## config.mk

```make
export PLATFORM = sky130hd
export DESIGN_NAME = iobuf_offset_cal_flat
export DESIGN_NICKNAME = d
export VERILOG_FILES = /design/src/rtl/iobuf_offset_cal_if.sv /design/src/rtl/iobuf_offset_cal.sv /design/src/flat_wrapper.sv
export SDC_FILE = /design/constraint.sdc
export NUM_CORES = 1
export LEC_CHECK = 0
export CAP_MARGIN = 20
export CORE_MARGIN = 3
export CORE_UTILIZATION = 40
export CTS_CLUSTER_DIAMETER = 150
export DETAILED_ROUTE_END_ITERATION = 8
export PLACE_DENSITY = 0.69
export SETUP_SLACK_MARGIN = 0.05
export SLEW_MARGIN = 5
export SYNTH_ARGS = -nofsm -noshare
export SYNTH_HDL_FRONTEND = slang
export SYNTH_SLANG_ARGS = --single-unit
```

## constraint.sdc

```tcl
create_clock -name clk -period 5.8 [get_ports clk]
set_input_delay 0.58 -clock clk [delete_from_list [all_inputs] [get_ports clk]]
set_output_delay 0.58 -clock clk [all_outputs]
set_load 0.02 [all_outputs]
```

## src/rtl/iobuf_offset_cal_if.sv

```systemverilog
// Handshake and per-channel bus for the input-buffer offset calibrator.
// master drives start/buf_o; slave (the calibrator) drives the rest.
interface iobuf_offset_cal_if #(
  parameter int NCH = 4
);
  logic             start;
  logic             busy;
  logic             done;
  logic [NCH-1:0]   buf_o;
  logic [4*NCH-1:0] osc;
  logic [NCH-1:0]   osc_en;
  logic [4*NCH-1:0] cal_code;
  logic [NCH-1:0]   cal_fail;

  modport master (
    output start, buf_o,
    input  busy, done, osc, osc_en, cal_code, cal_fail
  );

  modport slave (
    input  start, buf_o,
    output busy, done, osc, osc_en, cal_code, cal_fail
  );
endinterface

```

## src/rtl/iobuf_offset_cal.sv

```systemverilog
// Sweeps the offset code of NCH input buffers and latches the first 0->1 step.
// Define IOBUF_CAL_MAJORITY_EN to vote over SAMPLES samples per step.
module iobuf_offset_cal #(
  parameter int NCH     = 4,
  parameter int SETTLE  = 8,
  parameter int SAMPLES = 5
) (
  input logic clk,
  input logic rst,
  iobuf_offset_cal_if.slave io
);

`ifdef IOBUF_CAL_MAJORITY_EN
  localparam int W = SAMPLES;
`else
  // single-sample window; SAMPLES has no effect here
  localparam int W = (SAMPLES > 0) ? 1 : 1;
`endif
  localparam logic [3:0] HALF = 4'(W / 2);

  typedef enum logic [2:0] {
    ST_IDLE,
    ST_APPLY,
    ST_SETTLE,
    ST_SAMPLE,
    ST_EVAL,
    ST_FINISH
  } state_t;

  state_t           state, state_n;
  logic [3:0]       k;
  logic [7:0]       cnt;
  logic [4*NCH-1:0] ones;
  logic [NCH-1:0]   prev, lat, fail;
  logic [NCH-1:0]   vote, lat_n, fail_n;
  logic [4*NCH-1:0] lat_code, code_n, fin_code;
  logic [4*NCH-1:0] cal_code_q;
  logic [NCH-1:0]   cal_fail_q;
  logic             cal_valid;
  logic [3:0]       code_k;
  logic             sweeping;

  function automatic logic [3:0] step_code(input logic [3:0] s);
    if (s < 4'd7) return {1'b0, 3'(4'd7 - s)};
    else if (s == 4'd7) return 4'b0000;
    else return {1'b1, 3'(s - 4'd7)};
  endfunction

  assign code_k = step_code(k);

  always_comb begin
    state_n = state;
    unique case (state)
      ST_IDLE:   if (io.start) state_n = ST_APPLY;
      ST_APPLY:  state_n = ST_SETTLE;
      ST_SETTLE: if (cnt == 8'(SETTLE - 1)) state_n = ST_SAMPLE;
      ST_SAMPLE: if (cnt == 8'(W - 1)) state_n = ST_EVAL;
      ST_EVAL:   state_n = (k == 4'd14) ? ST_FINISH : ST_APPLY;
      ST_FINISH: state_n = ST_IDLE;
      default:   state_n = ST_IDLE;
    endcase
  end

  always_comb begin
    vote     = '0;
    lat_n    = lat;
    fail_n   = fail;
    code_n   = lat_code;
    fin_code = '0;
    for (int i = 0; i < NCH; i++) begin
      vote[i] = ones[4*i +: 4] > HALF;
      // already above threshold at the most negative code
      if (k == 4'd0) begin
        if (vote[i]) fail_n[i] = 1'b1;
      end else if (!lat[i] && !fail[i] && vote[i] && !prev[i]) begin
        lat_n[i]           = 1'b1;
        code_n[4*i +: 4]   = code_k;
      end
      if (lat_n[i]) fin_code[4*i +: 4] = code_n[4*i +: 4];
    end
  end

  always_ff @(posedge clk or posedge rst) begin
    if (rst) begin
      state      <= ST_IDLE;
      k          <= '0;
      cnt        <= '0;
      ones       <= '0;
      prev       <= '0;
      lat        <= '0;
      fail       <= '0;
      lat_code   <= '0;
      cal_code_q <= '0;
      cal_fail_q <= '0;
      cal_valid  <= 1'b0;
    end else begin
      state <= state_n;
      cnt   <= (state_n != state) ? 8'd0 : cnt + 8'd1;
      unique case (state)
        ST_IDLE: begin
          if (io.start) begin
            k          <= '0;
            prev       <= '0;
            lat        <= '0;
            fail       <= '0;
            cal_fail_q <= '0;
          end
        end
        ST_APPLY: ones <= '0;
        ST_SAMPLE: begin
          for (int i = 0; i < NCH; i++)
            ones[4*i +: 4] <= ones[4*i +: 4] + {3'b0, io.buf_o[i]};
        end
        ST_EVAL: begin
          prev     <= vote;
          lat      <= lat_n;
          fail     <= fail_n;
          lat_code <= code_n;
          if (k == 4'd14) begin
            cal_code_q <= fin_code;
            cal_fail_q <= ~lat_n;
            cal_valid  <= 1'b1;
          end else begin
            k <= k + 4'd1;
          end
        end
        default: ;
      endcase
    end
  end

  assign sweeping = (state == ST_APPLY) || (state == ST_SETTLE) ||
                    (state == ST_SAMPLE) || (state == ST_EVAL);

  always_comb begin
    io.busy     = (state != ST_IDLE);
    io.done     = (state == ST_FINISH);
    io.cal_code = cal_code_q;
    io.cal_fail = cal_fail_q;
    io.osc      = sweeping ? {NCH{code_k}} : cal_code_q;
    io.osc_en   = sweeping ? {NCH{1'b1}} :
                  (cal_valid ? ~cal_fail_q : '0);
  end

endmodule

```

## src/flat_wrapper.sv

```systemverilog
// flat-port wrapper written by rule: the top's interface ports become plain ports
module iobuf_offset_cal_flat 
#(
  parameter int NCH     = 4,
  parameter int SETTLE  = 8,
  parameter int SAMPLES = 5
)
  (clk, rst, io_start, io_buf_o, io_busy, io_done, io_osc, io_osc_en, io_cal_code, io_cal_fail);
  iobuf_offset_cal_if #(.NCH(NCH)) io_i ();
  input logic clk;
  input logic rst;
  input wire logic [$bits(io_i.start)-1:0] io_start;
  input wire logic [$bits(io_i.buf_o)-1:0] io_buf_o;
  output wire logic [$bits(io_i.busy)-1:0] io_busy;
  output wire logic [$bits(io_i.done)-1:0] io_done;
  output wire logic [$bits(io_i.osc)-1:0] io_osc;
  output wire logic [$bits(io_i.osc_en)-1:0] io_osc_en;
  output wire logic [$bits(io_i.cal_code)-1:0] io_cal_code;
  output wire logic [$bits(io_i.cal_fail)-1:0] io_cal_fail;
  assign io_i.start = io_start;
  assign io_i.buf_o = io_buf_o;
  assign io_busy = io_i.busy;
  assign io_done = io_i.done;
  assign io_osc = io_i.osc;
  assign io_osc_en = io_i.osc_en;
  assign io_cal_code = io_i.cal_code;
  assign io_cal_fail = io_i.cal_fail;
  iobuf_offset_cal #(.NCH(NCH), .SETTLE(SETTLE), .SAMPLES(SAMPLES)) u_core (.clk(clk), .rst(rst), .io(io_i));
endmodule
```

==> out/results.ini, run 1 <==
[status]
run_status=finished, final reports clean

[timing]
hold_viol_final=0
slew_headroom_pct=31.1
worstMarginPinSlew_ps=1030
setup_viol=0
finClkSkew_ps=8.95
rsz0062_at_grt=false
drv_slew=0
max_freq_mhz=295
finalCritPeriodShare_pct=58.5
min_period_ps=3390
fin_setup_tns_ps=0
holdWs_ps=483

[final_layout]
fin_util_pct=49.9
stdcell_area_mm2=0.00463
fin_nets=445
fin_cells=559
num_antenna_cells=0
area_delta_synth_final_pct=21.0
fill_cells=885
register_area_mm2=0.00200
multi_input_area_mm2=0.00168
drive_gt1_share_pct=8.60

[clock_network]
htree_levels=3
clock_sinks=80
cts-root-buf=clkbuf_8
numCtsBuffers=9
clk_pin_slew_ps=90
cts_tree=yes
post_cts_buffers=0
insertion_delay_ps=350
hold_buffers=0
cts_buffer_depth=2
cts_resized=0

[die]
dieWidth_um=104
io-pin-count=49
coreArea_mm2=0.00928
fp-row-count=35
fp.dieH_um=104
die_area_mm2=0.0108
initial_core_util_pct=41.2

[power]
p_clk_share_pct=44.6
p_int_w=0.000813
power.density_mw_per_mm2=226
switching_power_w=0.000232
seqPwrFrac_pct=53.5
p_leak_nw=2.25
p_comb_share_pct=1.8
switching_share_pct=22.2
irDropWorstVdd_v=0.000131

[min_path]
hold_class=reg2reg
whs_path_depth=1

[route]
drt-pass1-iter-count=4
wirelength_mm=8.60
vias=2970
drt-wirelength-per-cell_um=15.4
drt_iter0_drc=116
via_per_inst=5.31
drtAntennaViolNets=0
drc_errors=0

[placement]
dp.cells=542
post_dp_cell_area_mm2=0.00438
port_buffers=48
post-dp-hpwl_mm=6.06
routabilityCongestion=0.800

[setup_path]
crit_required_ps=5220
critPathArrivalTime_ps=2810
start_kind=flip-flop
cp-end-kind=output port
worstRegToRegCells=4
worstSetupPathType=reg2out
path_max_fanout=18

[yosys]
synth_common_cells=dfrtp_1, nand2_1, nor2_1, mux2_2
synth_area_leaders=dfrtp_1, nand2_1, nor2_1
synth_area_mm2=0.00382
synth_top_area_cell=dfrtp_1
synthDominantCellAreaShare_pct=52.3
avgSynthCellArea_um2=10.1
ys_seq_area_share_pct=52.3
yosysMostFrequentCell=dfrtp_1
syn-num-nets=400
syn_inst=380
synth_edf_count=0
synth_ff_type=dfrtp_1
async_flop_share_pct=100
synth_warnings=0
ys_seq_elements=80
yosys.cell_types.count=43

[grt]
first_global_vias=2929
grt_max_degree=81
antenna_found_initial=0
grt_use_total_pct=16.5
grt_pass1_wl_mm=14.6
grt_overflow=0

[flow_run]
drv_cap=0

kinds of logic after synthesis:
logic type | share of synthesized area (%)
xor gates and xnor gates | 1.60
adders and majority gates | 4.25
DFF | 52.3
and+or+nand+nor | 18.7
muxes | 6.80
buffers and inverters | 3.86
AOI/OAI and AO/OA | 12.5
sequential cells by signal, summed over array words and instances, names as in the netlist:
name,flops
u_core.state,3
u_core.fail,4
u_core.k,4
u_core.io.cal_code,16
u_core.cal_valid,1
u_core.lat,4
u_core.cnt,8
u_core.lat_code,16
u_core.io.cal_fail,4
u_core.prev,4
u_core.ones,16
critical path: stages (launching register included):
cell	delay, ps
dfrtp_1	700
inv_1	80
a31oi_1	690
nand2_1	250
nand2_1	130
clkdlybuf4s50_1	610
layout make-up:
type | count | area share, %
clock buffer | 9 | 2.68
clock inverter | 7 | 2.22
inverter | 15 | 1.22
multi-input combinational | 269 | 36.2
sequential | 80 | 43.2
tap | 129 | 3.49
timing repair buffer | 50 | 11.0
metal layers:
layer | vias up | global-route usage (%) | part of all wire [%]
met4 | 0 | 5.22 | 1.1
met2 | 58 | 27.6 | 47
met3 | 9 | 3.18 | 4.0
met1 | 1475 | 21.6 | 48
met5 | - | 0 | 0
li1 | 1428 | - | -
power groups by stage:
stage | sequential [W] | combinational [W] | clock (W)
after floorplan | 0.000570 | 0.00000976 | 0
after global placement | 0.000570 | 0.0000181 | 0
after detailed placement | 0.000570 | 0.0000184 | 0
after CTS | 0.000559 | 0.0000185 | 0.000475
after global routing | 0.000560 | 0.0000225 | 0.000495
final | 0.000559 | 0.0000192 | 0.000466
worst paths after layout:
check / startpoint / end / slack, ps
setup / recovery: u_core.k[3]$_DFFE_PP0P_ / io_osc[8] / 2410
hold / removal: u_core.ones[15]$_DFFE_PP0P_ / u_core.ones[15]$_DFFE_PP0P_ / 480
setup reg to reg: u_core.state[1]$_DFF_PP0_ / u_core.io.cal_code[9]$_DFFE_PP0N_ / 3450
hold reg to reg: u_core.ones[15]$_DFFE_PP0P_ / u_core.ones[15]$_DFFE_PP0P_ / 480
max in group asynchronous: rst / u_core.lat[0]$_DFFE_PP0P_ / 4550
min in group asynchronous: rst / u_core.k[2]$_DFFE_PP0P_ / 650
stage by stage:
stage / setup WS (ps) / total power [W]
2_1_floorplan: 3170 / 0.000580
3_3_place_gp: 2860 / 0.000589
3_5_place_dp: 2810 / 0.000589
4_1_cts: 2420 / 0.00105
5_1_grt: 2220 / 0.00108
6_report: 2410 / 0.00104
cells in the final DEF (no fill, tap or decap), types with 5 or more instances in the layout:
cell type	netlist	final
dfrtp_1	80	80
nand2_1	56	56
nor2_1	55	55
clkdlybuf4s50_1	0	48
mux2_2	16	16
a221oi_1	15	15
inv_1	15	14
nand3_1	13	13
ha_1	13	13
o21ai_0	12	12
clkbuf_8	0	9
a22o_1	8	8
mux2i_1	8	8
nor3_1	7	7
a21o_1	6	6
a21oi_1	6	6
o31ai_1	5	5
Power figures use the tool's default switching activity.
==> inputs of run 2 (changes only) <==
==> constraint.sdc (replaced) <==
create_clock -name clk -period 3.2 [get_ports clk]
set_input_delay 0.32 -clock clk [delete_from_list [all_inputs] [get_ports clk]]
set_output_delay 0.32 -clock clk [all_outputs]
set_load 0.02 [all_outputs]
==> run 2 against run 1 <==
- global-route usage is 0.53 points higher
- utilization is 0.18 points higher
- critical path depth is 1 higher
- worst setup slack worse by 2200 ps
==> out/results.ini, run 2 (synthesis gave the netlist of run 1 again) <==
[status]
run_status=finished, final reports clean

[die]
initial_core_util_pct=41.2
coreArea_mm2=0.00928
io-pin-count=49
fp-row-count=35
fp.dieH_um=104
dieWidth_um=104
die_area_mm2=0.0108

[grt]
top_usage_layer=met2
use_met1_pct=21.4
grtUsageMet3_pct=4.92
met2_usage_pct=29.2
grt_use_total_pct=17.0
antenna_found_initial=0
grt_max_degree=43
grt_overflow=0
first_global_vias=3033
grt_pass1_wl_mm=15.0

[setup_path]
critPathArrivalTime_ps=2650
cpLargestDelayFamily=compound AO/OA/AOI/OAI gates
reg2reg_from=u_core.state[1]$_DFF_PP0_
crit_chain=ha_1 -> a211oi_1 -> a21o_1 -> nand2b_1 -> o21a_1 -> clkdlybuf4s50_1
slowest_delay_ps=600
path_max_fanout=9
cp-end-kind=output port
start_kind=flip-flop
crit_required_ps=2880
crit_slowest_cell=clkdlybuf4s50_1
timing.critical_path.buf_inv=1
critPathLaunch=u_core.k[0]$_DFFE_PP0P_
worstSetupPathType=reg2out

[placement]
post-dp-hpwl_mm=6.12
port_buffers=48
routabilityCongestion=0.819

[route]
drc_errors=0
drt-wirelength-per-cell_um=15.3
drt_iter0_drc=130
vias=2946
via_per_inst=5.23
drt-pass1-iter-count=5
drtAntennaViolNets=0
wirelength_mm=8.62

[final_layout]
layout_common_cells=dfrtp_1, nand2_1, nor2_1
final_common_cell=dfrtp_1
drive_gt1_share_pct=9.45
num_antenna_cells=0
area_delta_synth_final_pct=21.5
fill_cells=870
fin_nets=449

[timing]
setup_viol=0
max_freq_mhz=337
fin_setup_tns_ps=0
drv_slew=0
worstMarginPinSlew_ps=902
finalCritPeriodShare_pct=92.7
rsz0062_at_grt=false
hold_viol_final=0
finClkSkew_ps=9.84
slew_headroom_pct=39.9
min_period_ps=2970

[power]
power.density_mw_per_mm2=403
power.total_w=0.00187
irDropWorstVdd_v=0.000257
p_leak_nw=2.26

[clock_network]
cts-root-buf=clkbuf_8
clock_sinks=80
numCtsBuffers=9
cts_tree=yes
post_cts_buffers=0
hold_buffers=0
cts_resized=0
htree_levels=3
insertion_delay_ps=350
cts_buffer_depth=2
clk_pin_slew_ps=90

[flow_run]
drv_cap=0

[min_path]
hold_class=in2async

run 2: worst reg2reg max path, cell delays in order, from the launching register on:
cell      delay (ps)
dfrtp_1          510
or3b_1           560
or2_1            600
a221oi_1         490
nor2_1            90
run 2: area by class of cell:
| class | instances | area [µm²] | share of cell area (%) |
|---|---|---|---|
| Clock buffer | 10 | 128 | 2.75 |
| Clock inverter | 6 | 92.6 | 1.99 |
| Inverter | 15 | 56.3 | 1.21 |
| Multi-Input combinational cell | 269 | 1680 | 36.2 |
| Sequential cell | 80 | 2000 | 43.1 |
| Tap cell | 129 | 161 | 3.47 |
| Timing Repair Buffer | 54 | 526 | 11.3 |
run 2: routing by layer:
metal	routed length, µm	part of all wire [%]
met2	4200	49
met5	0	0
met1	3810	44
met4	54	0.63
met3	554	6.4
run 2: report_power, final:
part	switching [W]	internal (W)	total [W]
Sequential	0.00000126	0.00101	0.00101
Combinational	0.0000227	0.00000982	0.0000325
Clock	0.000382	0.000445	0.000827
run 2: path summary, 6_finish.rpt:
path                                                     endpoint  slack (ps)  cells after the start
worst max-delay path                                    io_osc[5]         230                      6
worst min-delay path                      u_core.k[1]$_DFFE_PP0P_         400                      3
worst max register to register  u_core.io.cal_code[1]$_DFFE_PP0N_         830                      4
worst min register to register         u_core.ones[7]$_DFFE_PP0P_         470                      1
max in group asynchronous       u_core.io.cal_code[9]$_DFFE_PP0N_        2400                      3
min in group clk                       u_core.ones[7]$_DFFE_PP0P_         470                      1
run 2: per-stage QoR:
step	cells	cell area (µm²)	utilization [%]	setup WS (ps)	hold WS [ps]
finish	563	4650	50.0	232	396
global route	563	4650	50.0	88.2	443
CTS	563	4640	50.0	213	417
detailed placement	547	4420	47.6	615	466
global placement	547	4420	47.6	685	459
floorplan	380	3820	-	828	438
==> inputs of run 3 (changes only) <==
--- a/config.mk
+++ b/config.mk
@@ -9,6 +9,7 @@
 export CORE_MARGIN = 3
 export CORE_UTILIZATION = 40
 export CTS_CLUSTER_DIAMETER = 150
+export CTS_CLUSTER_SIZE = 8
 export DETAILED_ROUTE_END_ITERATION = 8
 export PLACE_DENSITY = 0.69
 export SETUP_SLACK_MARGIN = 0.05
==> results of run 3 <==
The final DEF is identical to that of run 2; final timing and power are the same.
